### src/rtl/hilo_div_ctrl.sv
// HI/LO controller between EX and an iterative divider: decodes DIV/DIVU/MTHI/MTLO, launches the
// divider, commits q->LO / r->HI, and interlocks HI/LO users. Optional macro: DIV_ZERO_BYPASS_EN.
module hilo_div_ctrl #(
  parameter int                 DATA_W   = 32,
  parameter logic [DATA_W-1:0]  HILO_RST = '0
) (
  input  logic              clock,
  input  logic              reset,
  input  logic [2:0]        op,
  input  logic [DATA_W-1:0] rs_data,
  input  logic [DATA_W-1:0] rt_data,
  input  logic              rd_req,
  output logic              stall,
  output logic [DATA_W-1:0] hi,
  output logic [DATA_W-1:0] lo,
  output logic              div_start,
  output logic              div_sign,
  output logic [DATA_W-1:0] div_dividend,
  output logic [DATA_W-1:0] div_divisor,
  input  logic              div_busy,
  input  logic [DATA_W-1:0] div_q,
  input  logic [DATA_W-1:0] div_r
);

  localparam logic [2:0] OP_DIV  = 3'b001;
  localparam logic [2:0] OP_DIVU = 3'b010;
  localparam logic [2:0] OP_MTHI = 3'b011;
  localparam logic [2:0] OP_MTLO = 3'b100;

  typedef enum logic [1:0] {IDLE, START, WAIT} state_t;
  state_t state;

  logic is_div, is_hilo_op, div_zero;

  assign is_div     = (op == OP_DIV) || (op == OP_DIVU);
  assign is_hilo_op = is_div || (op == OP_MTHI) || (op == OP_MTLO);

`ifdef DIV_ZERO_BYPASS_EN
  assign div_zero = is_div && (rt_data == '0);
`else
  assign div_zero = 1'b0;
`endif

  // Anything that touches HI/LO must wait while a divide is in flight; in IDLE nothing stalls.
  assign stall = (state != IDLE) && (rd_req || is_hilo_op);

  always_ff @(posedge clock or posedge reset) begin
    if (reset) begin
      state        <= IDLE;
      hi           <= HILO_RST;
      lo           <= HILO_RST;
      div_start    <= 1'b0;
      div_sign     <= 1'b0;
      div_dividend <= '0;
      div_divisor  <= '0;
    end else begin
      case (state)
        IDLE: begin
          if (is_div && div_zero) begin
            lo <= '1;
            hi <= rs_data;
          end else if (is_div) begin
            div_dividend <= rs_data;
            div_divisor  <= rt_data;
            div_sign     <= (op == OP_DIV);
            div_start    <= 1'b1;
            state        <= START;
          end else if (op == OP_MTHI) begin
            hi <= rs_data;
          end else if (op == OP_MTLO) begin
            lo <= rs_data;
          end
        end
        START: begin
          // Divider picks up start on the negedge inside this cycle.
          div_start <= 1'b0;
          state     <= WAIT;
        end
        WAIT: begin
          if (!div_busy) begin
            hi    <= div_r;
            lo    <= div_q;
            state <= IDLE;
          end
        end
        default: state <= IDLE;
      endcase
    end
  end

endmodule
### config.mk
export PLATFORM = sky130hd
export DESIGN_NAME = hilo_div_ctrl
export DESIGN_NICKNAME = d
export VERILOG_FILES = /design/src/rtl/hilo_div_ctrl.sv
export SDC_FILE = /design/constraint.sdc
export NUM_CORES = 1
export LEC_CHECK = 0
export BUFFER_PORTS_ARGS = -buffer_cell sky130_fd_sc_hd__buf_4
export CAP_MARGIN = 5
export CORE_MARGIN = 5
export CORE_UTILIZATION = 30
export CTS_BUF_LIST = sky130_fd_sc_hd__clkbuf_2
export CTS_CLUSTER_SIZE = 16
export DETAILED_ROUTE_END_ITERATION = 16
export PLACE_DENSITY = 0.63
export SYNTH_ARGS = -nofsm -noshare
export SYNTH_HDL_FRONTEND = slang
export SYNTH_SLANG_ARGS = --single-unit
export TNS_END_PERCENT = 50
### constraint.sdc
create_clock -name clock -period 5.7 [get_ports clock]
set_clock_uncertainty 0.05 [all_clocks]
set_input_delay 0.57 -clock clock [delete_from_list [all_inputs] [get_ports clock]]
set_output_delay 0.57 -clock clock [all_outputs]
set_load 0.01 [all_outputs]
==> impl_metrics.env, run 1 <==
export IMPL_dieArea_mm2=0.0219
export IMPL_holdBufCountCts=75
export IMPL_hold_path_class="primary input to register"
export IMPL_synth_compound_area_share_pct=6.52
export IMPL_pre_cts_ws_ps=2930
export IMPL_grt_max_degree=104
export IMPL_drt_initial_drc_count=78
export IMPL_critPathLaunchType="register"
export IMPL_setup_tns_ps=0
export IMPL_post_cts_resized=0
export IMPL_cp_max_fo=103
export IMPL_synth_top_family_by_area="multiplexers"
export IMPL_ys_top_cells_by_count="dfrtp_1, inv_1, a21oi_1, mux2_2, mux2i_1"
export IMPL_synthesis_area_mm2=0.00570
export IMPL_yosysMostFrequentCell="dfrtp_1"
export IMPL_die_x_um=148
export IMPL_grt_first_pass_wirelength_um=27300
export IMPL_via_per_inst=4.37
export IMPL_max_cap_viol_count=0
export IMPL_clock_latency_ps=660
export IMPL_seqCellArea_mm2=0.00331
export IMPL_hold_ws_ps=124
export IMPL_num_fill_cells=1696
export IMPL_synth_seq_cells=132
export IMPL_synthToLayoutAreaGrowth_pct=57.9
export IMPL_io_pins=266
export IMPL_numCtsBuffers=17
export IMPL_critPathKind="register to output pin"
export IMPL_clock_path_buffers=2
export IMPL_synth_largest_area_cell="dfrtp_1"
export IMPL_first_pass_iters=4
export IMPL_hold_depth=3
export IMPL_multi_input_area_mm2=0.00203
export IMPL_grt_antenna_before_repair=0
export IMPL_rsz0062_at_grt="false"
export IMPL_r2r_cells=5
export IMPL_port_buffers=265
export IMPL_p_leak_nw=4.38
export IMPL_grt_pass1_vias=5104
export IMPL_critPathArrivalTime_ps=2270
export IMPL_cts_reportedPaths_clkPinSlew_ps=210
export IMPL_dpl_hpwl_um=11600
export IMPL_synthTopCellsByArea="dfrtp_1, mux2_2, mux2i_1, a21oi_1, inv_1"
export IMPL_slew_headroom_pct=30.4
export IMPL_wl_per_cell_um=16.3
export IMPL_synth_fa_ha_area_share_pct=0
export IMPL_die_y_um=148
export IMPL_fin_nets=948
export IMPL_muxShareOfSynthArea_pct=23.9
export IMPL_vdd_ir_drop_max_v=0.000207
export IMPL_power_density_mw_per_mm2=430
export IMPL_cts_root_buf="clkbuf_2"
export IMPL_setup_viol=0
export IMPL_endpoint_kind="output pin"
export IMPL_syn_nets=601
export IMPL_cts_setup_buffers=0
export IMPL_worst_slew_pin_slew_ps=1040
export IMPL_clock_sinks=132
export IMPL_ys_warnings_count=0
export IMPL_utilization_pct=48.1
export IMPL_seq_area_frac_synth_pct=57.9
export IMPL_via_count=4637
export IMPL_track_usage_pct=16.0
export IMPL_outcome="complete, no violations"
export IMPL_timing_fmax_mhz=346
export IMPL_synth_edff_count=0
export IMPL_crit_required_ps=5080
export IMPL_setup_ws_ps=2810
export IMPL_layout_drive_gt1_share_pct=45.2
export IMPL_coreArea_mm2=0.0187
export IMPL_period_share_pct=50.7
export IMPL_syn_area_per_cell_um2=12.2
export IMPL_rows=50
export IMPL_totalWireLength_um=17300
export IMPL_slew_violations=0
export IMPL_grt_overflow_total=0
export IMPL_diodes=0
export IMPL_synthesis_instances=466
export IMPL_htree_levels=4
export IMPL_synthFlopType="dfrtp_1"
export IMPL_synth_distinct_cells=23
export IMPL_synth_simple_gate_area_share_pct=4.70
export IMPL_drcViolationCount=0
export IMPL_start_util_pct=30.5
export IMPL_yosysTopAreaCellShare_pct=57.9
export IMPL_gp_congestion=0.753
export IMPL_fin_crit_ps=2890
export IMPL_async_flop_share_pct=100
export IMPL_cts_tree="done"
export IMPL_synthXorXnorAreaFrac_pct=0.307
export IMPL_hold_viol=0
export IMPL_ant_nets=0
cell type report:
type	instances	area share (%)
clock inverters	15	2.00
multi-input cells	243	22.6
flip-flops and latches	132	36.7
inverters	66	2.78
clock buffers	17	0.945
repair buffers	353	31.7
well taps	234	3.25
flip-flops by register name, summed over array words and instances (netlist names):
register and count:
div_start 1, div_sign 1, hi 32, div_divisor 32, state 2, div_dividend 32, lo 32
layout by cell type (no fill, tap or decap), types with 2 or more instances in the layout:
| cell type | Yosys | routed |
|---|---|---|
| buf_4 | 0 | 271 |
| bufinv_16 | 0 | 3 |
| clkinvlp_4 | 0 | 3 |
| dfrtp_1 | 132 | 131 |
| o22a_1 | 2 | 2 |
| a21oi_1 | 65 | 64 |
| inv_1 | 66 | 65 |
| nand2_1 | 4 | 3 |
| nand2b_1 | 2 | 2 |
| mux2i_1 | 64 | 64 |
| a21oi_4 | 1 | 2 |
| mux2_2 | 64 | 64 |
| nor2b_1 | 32 | 32 |
| dlygate4sd3_1 | 0 | 82 |
| inv_6 | 0 | 4 |
| clkinv_4 | 0 | 2 |
| clkbuf_2 | 0 | 17 |
| clkinv_2 | 0 | 3 |
path summary, 6_finish.rpt:
kind                                  startpoint                           end  slack, ps
max reg2reg                 state[1]$_DFFE_PP0P_            hi[11]$_DFFE_PP0P_       2990
min in group asynchronous                  reset    div_divisor[7]$_DFFE_PP0P_        520
max in group asynchronous                  reset  div_dividend[31]$_DFFE_PP0P_       3860
min                                     div_q[1]             lo[1]$_DFFE_PP0P_        120
min reg2reg                div_start$_DFFE_PP0P_         div_start$_DFFE_PP0P_        470
max                         state[1]$_DFFE_PP0P_                         stall       2810
kinds of logic (layout without fill, tap and decap cells):
kind of cell | count (synthesis) | after routing
AO/OA/AOI/OAI | 70 | 70
XOR/XNOR | 2 | 2
buffers and inverters | 91 | 451
flip-flops | 132 | 132
multiplexers | 128 | 128
AND/OR/NAND/NOR | 43 | 43
metrics by stage:
| stage | area (um^2) | total power, mW | std cells |
|---|---|---|---|
| CTS | 8930 | 3.93 | 1053 |
| detailed placement | 7920 | 3.24 | 946 |
| global placement | 7920 | 3.21 | 946 |
| finish | 9000 | 3.87 | 1060 |
| global route | 9000 | 4.16 | 1060 |
| floorplan | 5700 | 2.32 | 466 |
metal layers:
metal  track usage (%)  share of wire (%)
met1              18.7                 41
met4              5.27                2.1
met5                 0                  0
met3              5.95                7.2
met2              27.3                 50
where the power goes:
part           total, mW  internal [mW]  switching, mW
Combinational       1.68          0.909          0.773
Sequential          1.56           1.34          0.221
Clock              0.628          0.249          0.380
Total               3.87           2.50           1.37
worst max-delay path: stages (launching register included):
cell and delay, ps:
dfrtp_4 460, buf_4 760, o22a_1 260, buf_4 120
(Power assumes the default switching activity.)
==> inputs of run 2 (changes only) <==
==> constraint.sdc (replaced) <==
create_clock -name clock -period 2.7 [get_ports clock]
set_clock_uncertainty 0.05 [all_clocks]
set_input_delay 0.27 -clock clock [delete_from_list [all_inputs] [get_ports clock]]
set_output_delay 0.27 -clock clock [all_outputs]
set_load 0.01 [all_outputs]
==> run 2 against run 1 <==
Compared with the run above:
- sequential power is 110% higher
- first-iteration DRC count is 62% higher
- critical path depth is 2 higher
- largest power group unchanged
==> impl_metrics.env, run 2 (same netlist as run 1, synthesis figures left out) <==
export IMPL_outcome="complete, no violations"
export IMPL_critPathSlowestCell="dfrtp_4"
export IMPL_place_area_mm2=0.00798
export IMPL_p_leak_nw=4.61
export IMPL_grt_max_degree=67
export IMPL_drcViolationCount=0
export IMPL_fin_crit_ps=2110
export IMPL_io_pins=266
export IMPL_port_buffers=265
export IMPL_coreArea_mm2=0.0187
export IMPL_cts_setup_buffers=0
export IMPL_period_share_pct=78.2
export IMPL_numCtsBuffers=17
export IMPL_grt_first_pass_wirelength_um=29000
export IMPL_cp_top_family="buffers and inverters"
export IMPL_gp_congestion=0.752
export IMPL_totalWireLength_um=18000
export IMPL_track_usage_pct=16.7
export IMPL_num_fill_cells=1632
export IMPL_critPathArrivalTime_ps=2630
export IMPL_cpMostUsedCell="buf_4"
export IMPL_die_x_um=148
export IMPL_cp_max_fo=52
export IMPL_crit_buf_inv=2
export IMPL_layout_commonest_cell="buf_4"
export IMPL_clock_latency_ps=650
export IMPL_hold_depth=4
export IMPL_power_density_mw_per_mm2=851
export IMPL_path_cells="buf_4 > nand2b_1 > a21oi_4 > buf_4 > mux2i_1"
export IMPL_final_cell_mix="buf_4, dlygate4sd3_1, dfrtp_1"
export IMPL_hold_viol=0
export IMPL_worst_slew_pin_slew_ps=511
export IMPL_max_cap_viol_count=0
export IMPL_endpoint_kind="register"
export IMPL_grt_antenna_before_repair=0
export IMPL_rows=50
export IMPL_timing_fmax_mhz=474
export IMPL_crit_required_ps=3220
export IMPL_cp_depth=5
export IMPL_fin_area_mm2=0.00953
export IMPL_setup_tns_ps=0
export IMPL_dieArea_mm2=0.0219
export IMPL_via_per_inst=4.39
export IMPL_dpl_hpwl_um=12000
export IMPL_wl_per_cell_um=16.2
export IMPL_setup_viol=0
export IMPL_vdd_ir_drop_max_v=0.000372
export IMPL_clock_sinks=132
export IMPL_diodes=0
export IMPL_via_count=4890
export IMPL_cts_reportedPaths_clkPinSlew_ps=210
export IMPL_rsz0062_at_grt="false"
export IMPL_clock_path_buffers=2
export IMPL_grt_overflow_total=0
export IMPL_ant_nets=0
export IMPL_die_y_um=148
export IMPL_slowest_delay_ps=490
export IMPL_critPathKind="register to register"
export IMPL_cts_tree="done"
export IMPL_grt_pass1_vias=5571
export IMPL_r2r_cells=5
export IMPL_start_util_pct=30.5
export IMPL_slew_headroom_pct=65.9
export IMPL_first_pass_iters=4
export IMPL_htree_levels=4
export IMPL_fin_nets=1001
export IMPL_cts_root_buf="clkbuf_2"
export IMPL_synthToLayoutAreaGrowth_pct=67.1
export IMPL_slew_violations=0
export IMPL_critPathLaunchType="register"
export IMPL_hold_path_class="primary input to register"
export IMPL_drt_initial_drc_count=126
export IMPL_layout_drive_gt1_share_pct=42.5
run 2: layout make-up:
cell class	count	area, um^2	area share (%)
Clock buffer	18	90.1	0.945
Tap cell	234	293	3.07
Sequential cell	132	3310	34.7
Multi-Input combinational cell	243	2040	21.4
Timing Repair Buffer	406	3420	35.8
Inverter	66	251	2.64
Clock inverter	14	136	1.43
run 2: worst min-delay path, cell delays in order:
cell and delay [ps]:
buf_4 110, nor3_1 70, nand2_4 340, nand2_1 90
run 2: final timing paths:
path	startpoint	endpoint	slack, ps
worst min-delay path	op[2]	div_start$_DFFE_PP0P_	190
worst min register to register	div_start$_DFFE_PP0P_	div_start$_DFFE_PP0P_	470
worst max-delay path	state[1]$_DFFE_PP0P_	hi[19]$_DFFE_PP0P_	590
max in group asynchronous	reset	div_dividend[15]$_DFFE_PP0P_	2030
min in group asynchronous	reset	state[0]$_DFFE_PP0P_	220
worst max register to register	state[1]$_DFFE_PP0P_	hi[19]$_DFFE_PP0P_	590
run 2: repair_timing:
action,in CTS,in global routing
hold endpoints to repair,262,0
hold buffers,132,0
resized for setup,0,0
run 2: per-stage QoR:
| stage | hold WS (ps) | power (mW) | util, % | worst slack (ps) | cells |
|---|---|---|---|---|---|
| global placement | 391 | 6.80 | 42.7 | 637 | 949 |
| finish | 188 | 8.11 | 50.9 | 588 | 1113 |
| CTS | 64.3 | 8.25 | 50.9 | 518 | 1113 |
| global route | 87.1 | 8.74 | 50.9 | 389 | 1113 |
| detailed placement | 395 | 6.85 | 42.7 | 547 | 949 |
| floorplan | 365 | 4.89 | - | 743 | 466 |
run 2: per-layer routing:
metal | track usage [%] | vias to the layer above | wire length (um)
met1 | 19.1 | 2340 | 7330
met5 | 0 | - | 0
li1 | - | 2353 | -
met3 | 5.92 | 22 | 1320
met4 | 5.36 | 0 | 362
met2 | 29.1 | 175 | 8980
run 2: where the power goes:
group | internal [mW] | total [mW] | switching [mW]
sequential | 2.83 | 3.30 | 0.470
clock | 0.420 | 1.18 | 0.760
combinational | 1.98 | 3.64 | 1.65
